**config.mk**
```make
export PLATFORM = sky130hd
export DESIGN_NAME = gf64_pow_iter
export DESIGN_NICKNAME = d
export VERILOG_FILES = /design/src/rtl/gf64_pkg.sv /design/src/rtl/gf64_mul.sv /design/src/rtl/gf64_pow_iter.sv
export SDC_FILE = /design/constraint.sdc
export NUM_CORES = 1
export LEC_CHECK = 0
export BUFFER_PORTS_ARGS = -buffer_cell sky130_fd_sc_hd__buf_2
export CAP_MARGIN = 0
export CORE_ASPECT_RATIO = 1.2
export CORE_MARGIN = 1
export CORE_UTILIZATION = 45
export CTS_BUF_LIST = sky130_fd_sc_hd__clkbuf_4
export DETAILED_ROUTE_END_ITERATION = 8
export PLACE_DENSITY = 0.71
export SYNTH_ARGS = -nofsm -noshare
export SYNTH_HDL_FRONTEND = slang
export SYNTH_SLANG_ARGS = --single-unit
```
**constraint.sdc**
```tcl
create_clock -name clk -period 4.65 [get_ports clk]
set_input_delay 0.93 -clock clk [delete_from_list [all_inputs] [get_ports clk]]
set_output_delay 0.93 -clock clk [all_outputs]
set_load 0.05 [all_outputs]
```
**src/rtl/gf64_pkg.sv**
```systemverilog
// Shared definitions for the GF(2^6) power-map engine.
//   GF_W    : field element width
//   GF_POLY : low-order terms of the reduction polynomial x^6 + x + 1
//   GF_ONE  : multiplicative identity
//   state_e : controller states of gf64_pow_iter
package gf64_pkg;

  localparam int unsigned      GF_W    = 6;
  localparam logic [GF_W-1:0]  GF_POLY = 6'b000011;
  localparam logic [GF_W-1:0]  GF_ONE  = 6'h01;

  typedef enum logic [1:0] {
    IDLE = 2'd0,
    RUN  = 2'd1,
    DONE = 2'd2
  } state_e;

endpackage

```
**src/rtl/gf64_mul.sv**
```systemverilog
// Combinational GF(2^6) multiplier, polynomial basis, modulo x^6 + x + 1.
//   a_i : first operand
//   b_i : second operand
//   p_o : a_i * b_i reduced into the field
module gf64_mul
  import gf64_pkg::*;
(
  input  logic [GF_W-1:0] a_i,
  input  logic [GF_W-1:0] b_i,
  output logic [GF_W-1:0] p_o
);

  localparam int unsigned PW = 2 * GF_W - 1;

  logic [PW-1:0] prod;
  logic [PW-1:0] red;

  // Full carry-less product.
  always_comb begin
    prod = '0;
    for (int i = 0; i < GF_W; i++) begin
      if (b_i[i]) begin
        prod = prod ^ ({{(GF_W-1){1'b0}}, a_i} << i);
      end
    end
  end

  // Fold the high terms down from the top: x^k = x^(k-6) * (x + 1).
  always_comb begin
    red = prod;
    for (int i = PW - 1; i >= GF_W; i--) begin
      if (red[i]) begin
        red[i]                 = 1'b0;
        red[i-GF_W +: GF_W]    = red[i-GF_W +: GF_W] ^ GF_POLY;
      end
    end
  end

  assign p_o = red[GF_W-1:0];

endmodule

```
**src/rtl/gf64_pow_iter.sv**
```systemverilog
// Serial GF(2^6) power-map engine: out = in^EXP, MSB-first square-and-multiply,
// one exponent bit per clock.
//   clk        : clock, all state on rising edge
//   rst        : synchronous active-high reset
//   in_valid_i : operand valid
//   in_ready_o : engine idle and able to accept an operand
//   in_data_i  : operand x, polynomial basis
//   out_valid_o: result valid, held until accepted
//   out_ready_i: consumer accepts the result
//   out_data_o : x^EXP, polynomial basis
//
// state | meaning
// IDLE  | waiting for an operand, in_ready high
// RUN   | scanning exponent bits EXP_W-1 .. 0, one per cycle
// DONE  | result presented, waiting for out_ready
module gf64_pow_iter
  import gf64_pkg::*;
#(
  parameter int unsigned EXP   = 52,
  parameter int unsigned EXP_W = 6
) (
  input  logic            clk,
  input  logic            rst,
  input  logic            in_valid_i,
  output logic            in_ready_o,
  input  logic [GF_W-1:0] in_data_i,
  output logic            out_valid_o,
  input  logic            out_ready_i,
  output logic [GF_W-1:0] out_data_o
);

  if (EXP > 63) begin : g_exp_range
    $fatal(1, "gf64_pow_iter: EXP must be in 0..63");
  end

  localparam int unsigned       IDX_W    = (EXP_W > 1) ? $clog2(EXP_W) : 1;
  localparam logic [EXP_W-1:0]  EXP_BITS = EXP_W'(EXP);
  localparam logic [IDX_W-1:0]  IDX_TOP  = IDX_W'(EXP_W - 1);

  state_e           state_q, state_d;
  logic [GF_W-1:0]  acc_q, acc_d;
  logic [GF_W-1:0]  op_q, op_d;
  logic [IDX_W-1:0] idx_q, idx_d;

  logic [GF_W-1:0]  sq_res;
  logic [GF_W-1:0]  mul_res;

  gf64_mul u_sq (
    .a_i (acc_q),
    .b_i (acc_q),
    .p_o (sq_res)
  );

  gf64_mul u_mul (
    .a_i (sq_res),
    .b_i (op_q),
    .p_o (mul_res)
  );

  always_ff @(posedge clk) begin
    if (rst) begin
      state_q <= IDLE;
      acc_q   <= '0;
      op_q    <= '0;
      idx_q   <= IDX_TOP;
    end else begin
      state_q <= state_d;
      acc_q   <= acc_d;
      op_q    <= op_d;
      idx_q   <= idx_d;
    end
  end

  always_comb begin
    state_d     = state_q;
    acc_d       = acc_q;
    op_d        = op_q;
    idx_d       = idx_q;
    in_ready_o  = 1'b0;
    out_valid_o = 1'b0;

    unique case (state_q)
      IDLE: begin
        in_ready_o = 1'b1;
        if (in_valid_i) begin
          op_d    = in_data_i;
          acc_d   = GF_ONE;
          idx_d   = IDX_TOP;
          state_d = RUN;
        end
      end

      RUN: begin
        // Leading zero exponent bits square 1 and so keep acc at 1.
        acc_d = EXP_BITS[idx_q] ? mul_res : sq_res;
        if (idx_q == '0) begin
          state_d = DONE;
        end else begin
          idx_d = idx_q - IDX_W'(1);
        end
      end

      DONE: begin
        out_valid_o = 1'b1;
        if (out_ready_i) begin
          state_d = IDLE;
        end
      end

      default: begin
        state_d = IDLE;
      end
    endcase
  end

  assign out_data_o = acc_q;

endmodule

```
==> results of run 1 <==
## metal layers
layer,global-route usage [%],vias up,wire length (um)
met4,2.744,0,19
met3,1.165,2,101
li1,-,642,-
met1,24.26,625,1637
met2,35.84,26,1628
met5,0,-,0
## state kept, by name, indices dropped and copies added, names as in the netlist, named ones only
name	cells
op_q	6
out_data_o	6
idx_q	3
state_q	2
## metrics by stage
step / hold WS, ps / utilization (%) / instance area, sq um / total power, mW
floorplan: 445.5 / - / 1567 / 0.2455
global placement: 460.9 / 48.20 / 1609 / 0.2604
detailed placement: 456.8 / 48.20 / 1609 / 0.2618
CTS: 470.9 / 48.88 / 1632 / 0.3368
global route: 521.6 / 48.88 / 1632 / 0.3532
finish: 470.5 / 48.88 / 1632 / 0.3374
## worst paths after layout
path	startpoint	endpoint	slack, ps
max	out_data_o[3]	out_data_o[3]	2270
max reg2reg	out_data_o[5]	out_data_o[0]	2370
min	idx_q[1]	idx_q[1]	470
min reg2reg	idx_q[1]	idx_q[1]	470
## area by class of cell
class / count / area (sq um)
sequential: 18 / 360.3
inverter: 6 / 22.52
multi-input combinational: 141 / 1095
timing repair buffer: 17 / 85.08
fill: 342 / 1707
clock buffer: 3 / 22.52
tap: 37 / 46.29
## power by group through the flow
| stage | Clock, mW | Combinational, mW | Sequential (mW) |
|---|---|---|---|
| 2_1_floorplan | 0 | 0.0681 | 0.177 |
| 3_3_place_gp | 0 | 0.0735 | 0.187 |
| 3_5_place_dp | 0 | 0.0745 | 0.187 |
| 4_1_cts | 0.0779 | 0.0751 | 0.184 |
| 5_1_grt | 0.0838 | 0.0829 | 0.186 |
| 6_report | 0.0781 | 0.0751 | 0.184 |
## cells in the mapped netlist (all sizes together), types with 7 or more instances
| master | instances | share of area [%] |
|---|---|---|
| mux2 | 8 | 6.0 |
| nand2 | 22 | 5.4 |
| nor2b | 7 | 2.8 |
| dfxtp | 18 | 23 |
| xor2 | 10 | 6.5 |
| nor2 | 13 | 3.1 |
| o21ai | 8 | 2.6 |
| mux2i | 8 | 5.1 |
| xnor2 | 12 | 6.7 |
| buf | 13 | 4.7 |
## cell usage in the layout (no fill, tap or decap), drive strengths merged, types with 2 or more instances in the layout
| master | Yosys | final |
|---|---|---|
| mux2 | 8 | 8 |
| nand2 | 22 | 22 |
| a22oi | 4 | 4 |
| a31oi | 4 | 4 |
| a221oi | 6 | 6 |
| o21ai | 8 | 8 |
| a21o | 4 | 4 |
| clkbuf | 4 | 3 |
| xnor2 | 12 | 12 |
| nand3 | 3 | 3 |
| a21oi | 6 | 6 |
| mux2i | 8 | 8 |
| nor4bb | 4 | 4 |
| ha | 2 | 2 |
| nor2 | 13 | 13 |
| inv | 6 | 6 |
| xor2 | 10 | 10 |
| nor2b | 7 | 7 |
| or3 | 2 | 2 |
| nand2b | 2 | 2 |
| xnor3 | 3 | 3 |
| dfxtp | 18 | 18 |
| buf | 13 | 17 |
## cell families (layout without fill, tap and decap cells)
logic type	after synthesis	in the layout	synth area share, %
multiplexers	16	16	11.10
AO/OA/AOI/OAI	38	38	18.93
adder cells (fa/ha/maj)	2	2	1.597
AND/OR/NAND/NOR	60	60	20.61
buffers and inverters	23	26	7.108
XOR/XNOR	25	25	17.65
flip-flops	18	18	23.00
==> metrics.csv, run 1 <==
stage,metric,value,unit
global_route,overflow,0,
drt,vias,1295,
critical_path,worst_setup_path_start_kind,register,
timing,clock_skew,8.028,ps
critical_path,arrival,1450,ps
global_route,grt_start_max_net_pins,19,
flow_run,max-cap-violations,0,
critical_path,worstSetupPathType,reg -> out,
critical_path,path_max_fanout,16,
place,routabilityCongestion,0.7560,
place,port_buffers,17,
timing,finalCritPeriodShare,51.22,%
critical_path,end_kind,primary output,
floorplanning,fp.coreArea,3338,sq um
drt,ant_nets,0,
timing,max_freq,0.4199,GHz
cts,post_cts_resize_count,0,
power,p_int,0.2254,mW
cts,hold_buffers,0,
timing,min_period,2382,ps
critical_path,max_stage_delay,780,ps
finish,drive_above_1_share,21.62,%
drt,drt-wirelength-per-cell,15.26,um
timing,report.final.setup_viol,0,
place,post-place-cells,219,
power,seqPwrFrac,54.6,%
drt,drc,0,
drt,avgViaCountPerCell,5.833,
worst_hold_path,min_path_cells,2,
place,place_ws,2411,ps
cts,cts_tree,done,
critical_path,path_cells,buf_2,
finish,antennaDiodeCount,0,
yosys,synthDistinctLibCells,44,
floorplanning,boundaryPins,18,
cts,htree_levels,1,
yosys,syn-cell-area,1567,sq um
power,pwr-share-clk,23.1,%
drt,drt_iter0_drc,28,
global_route,grt_pass1_wl,5.644,mm
floorplanning,start_util,46.93,%
yosys,seq_area_frac_synth,23.00,%
critical_path,worst-path-stages,1,
power,ir_drop,169.1,uV
global_route,track_usage,18.96,%
floorplanning,die_h,66.63,um
place,dp_hpwl,2.405,mm
power,power.leakage,0.6531,nW
timing,relSlewSlack,54.55,%
floorplanning,dieArea,3722,sq um
critical_path,crit_buf_inv,1,
timing,slew_violations,0,
cts,clk_pin_slew,110,ps
timing,tightest_slew,680.9,ps
yosys,synth_seq_cells,18,
cts,cts_max_path_buffers,2,
power,powerDensity,206.8,nW/um^2
global_route,antenna_found_initial,0,
worst_hold_path,hp-class,reg -> reg,
finish,fin_cells,222,
critical_path,slowest_stage,dfxtp_1,
run_status,outcome,finished clean,
power,combinationalPowerShare,22.2,%
yosys,yosys_warnings,0,
floorplanning,rows,23,
critical_path,crit_family,flip-flops,
yosys,syn_inst,182,
yosys,syn_area_per_cell,8.607,sq um
yosys,synth_nets,194,
cts,cts.root.buffer_cell,clkbuf_4,
yosys,synth_flop_cell,dfxtp_1,
cts,post_cts_buffers,0,
global_route,grt_pass1_vias,1203,
floorplanning,die_x,55.86,um
yosys,synth_edf_count,0,
finish,layout.nets,199,
power,p_sw,0.1120,mW
timing,setup_tns,0,ps
power,p_sw_share,33.20,%
drt,routed_wl,3.387,mm
cts,cts_num_sinks,18,
critical_path,critical_path_required,3720,ps
timing,rsz0062_at_grt,false,
cts,insertion_delay,290,ps
cts,cts_made_buffers,3,
finish,areaGrowthSynthToFinish,4.153,%
critical_path,r2r_cells,6,
yosys,synthArstFlopShare,0,%
drt,first_pass_iters,4,
timing,hold_viol,0,
timing,timing.final.ws_setup,2268,ps
No activity file was read; power rests on OpenSTA's default activity.
==> run 2, diff against run 1 <==
--- a/config.mk
+++ b/config.mk
@@ -12,7 +12,7 @@
 export CORE_UTILIZATION = 45
 export CTS_BUF_LIST = sky130_fd_sc_hd__clkbuf_4
 export DETAILED_ROUTE_END_ITERATION = 8
-export PLACE_DENSITY = 0.71
+export PLACE_DENSITY = 0.74
 export SYNTH_ARGS = -nofsm -noshare
 export SYNTH_HDL_FRONTEND = slang
 export SYNTH_SLANG_ARGS = --single-unit
==> constraint.sdc (replaced) <==
create_clock -name clk -period 2.07 [get_ports clk]
set_input_delay 0.414 -clock clk [delete_from_list [all_inputs] [get_ports clk]]
set_output_delay 0.414 -clock clk [all_outputs]
set_load 0.05 [all_outputs]
==> run 2 against run 1 <==
Net effect:
- count of clock-buffer cells in the layout did not move
- setup slack worse by 2100 ps
- clock power increased by 130%
- hold slack got worse by 120 ps
- largest power group unchanged
==> metrics.csv, run 2 (synthesis results as in run 1) <==
stage,metric,value,unit
finish,fin_util,51.35,%
critical_path,critical_path_required,2280,ps
timing,finalCritPeriodShare,93.70,%
finish,drive_above_1_share,27.18,%
floorplanning,boundaryPins,18,
power,ir_drop,371.5,uV
finish,areaGrowthSynthToFinish,9.425,%
drt,met3_length,81,um
power,p_sw,0.2527,mW
critical_path,worst_setup_path_start_kind,register,
power,combinationalPowerShare,24.4,%
finish,seqCellArea,369.1,sq um
timing,clock_skew,3.509,ps
finish,mostFrequentLayoutCell,nand2_1,
timing,hold_viol,0,
drt,drt_iter0_drc,31,
drt,ant_nets,0,
cts,post_cts_buffers,0,
global_route,grt_start_max_net_pins,19,
timing,report.final.setup_viol,0,
global_route,grt_pass1_wl,5.706,mm
timing,min_period,1940,ps
drt,wl_met1,1.594,mm
global_route,overflow,0,
cts,cts_num_sinks,18,
cts,cts_made_buffers,3,
critical_path,end_kind,register,
floorplanning,rows,23,
drt,maxUsedRoutingLayer,met4,
cts,hold_buffers,0,
drt,dr_wl_met2,1.624,mm
drt,first_pass_iters,4,
timing,setup_tns,0,ps
power,p_int,0.5162,mW
cts,clk_pin_slew,100,ps
place,routabilityCongestion,0.8673,
timing,relSlewSlack,64.04,%
critical_path,slowest_stage,dfxtp_1,
critical_path,max_stage_delay,510,ps
floorplanning,fp.coreArea,3338,sq um
drt,drc,0,
drt,routed_wl,3.348,mm
power,pwr-share-clk,23.4,%
place,dp_hpwl,2.507,mm
finish,most-common-layout-cells,"21 x nand2_1, 17 x buf_2, 15 x dfxtp_1",
power,powerDensity,448.5,nW/um^2
floorplanning,dieArea,3722,sq um
cts,cts.root.buffer_cell,clkbuf_4,
timing,slew_violations,0,
cts,cts_max_path_buffers,2,
place,port_buffers,17,
finish,antennaDiodeCount,0,
power,seqPwrFrac,52.1,%
global_route,grt_pass1_vias,1258,
finish,multi_input_area,1097,sq um
power,p_sw_share,32.86,%
critical_path,path_cells,nand2_2 -> xnor3_1 -> xnor3_2 -> mux2i_1 -> o2bb2ai_1 -> a221oi_2,
cts,cts_tree,done,
floorplanning,start_util,46.93,%
timing,tightest_slew,538.4,ps
finish,nFillCells,328,
global_route,track_usage,19.50,%
cts,htree_levels,1,
worst_hold_path,hp-class,in -> reg,
finish,layout.nets,208,
run_status,outcome,finished clean,
cts,insertion_delay,290,ps
drt,drt-wirelength-per-cell,14.43,um
power,power.leakage,0.7049,nW
drt,avgViaCountPerCell,5.603,
flow_run,max-cap-violations,0,
drt,vias,1300,
timing,rsz0062_at_grt,false,
global_route,antenna_found_initial,0,
floorplanning,die_x,55.86,um
critical_path,arrival,2150,ps
critical_path,path_max_fanout,9,
timing,max_freq,0.5156,GHz
critical_path,worstSetupPathType,reg -> reg,
floorplanning,die_h,66.63,um
[run 2: through the flow]
stage	power [mW]	cell area, sq um	instances	hold slack, ps	worst slack [ps]
after CTS	0.7800	1705	232	353.1	82.67
after global routing	0.8157	1714	232	361.1	43.63
final	0.7689	1714	232	351.1	130.4
after global placement	0.5952	1679	228	456.9	112.3
after floorplan	0.5517	1569	182	445.5	28.98
after detailed placement	0.5984	1679	228	468.2	105.4
[run 2: what timing repair did]
item / 4_1_cts / 5_1_grt
resized for setup: 0 / 4
setup endpoints to repair: 0 / 1
endpoints found under the hold margin: 0 / 0
[run 2: path summary, 6_finish.rpt]
check	start	end	slack, ps	depth (start not counted)
max	op_q[1]	out_data_o[0]	130	6
min	in_data_i[3]	op_q[3]	350	3
max reg2reg	op_q[1]	out_data_o[0]	130	6
min reg2reg	idx_q[1]	idx_q[1]	490	2
[run 2: cell type report]
class	instances	share of cell area (%)
multi-input combinational	141	64.01
sequential	18	21.53
timing repair buffer	26	8.905
tap	37	2.701
clock buffer	3	1.314
inverter	6	1.314
clock inverter	1	0.2190
[run 2: critical path: cells and delay by family (launching register included)]
family / cells / cell delay (ps)
AO/OA/AOI/OAI: 2 / 350
AND/OR/NAND/NOR: 1 / 90
multiplexers: 1 / 140
XOR/XNOR: 2 / 770
flip-flops: 1 / 510
[run 2: metal layers]
metal  up-vias  track usage [%]
li1        663                -
met1       607            24.23
met2        26            36.30
met3         4            1.165
met4         0            5.793
met5         -                0
[run 2: power by group through the flow]
| stage | Combinational [mW] | Sequential (mW) | Clock, mW |
|---|---|---|---|
| 3_5_place_dp | 0.188 | 0.410 | 0 |
| 5_1_grt | 0.208 | 0.405 | 0.202 |
| 2_1_floorplan | 0.153 | 0.399 | 0 |
| 4_1_cts | 0.189 | 0.402 | 0.189 |
| 6_report | 0.188 | 0.401 | 0.180 |
| 3_3_place_gp | 0.185 | 0.410 | 0 |
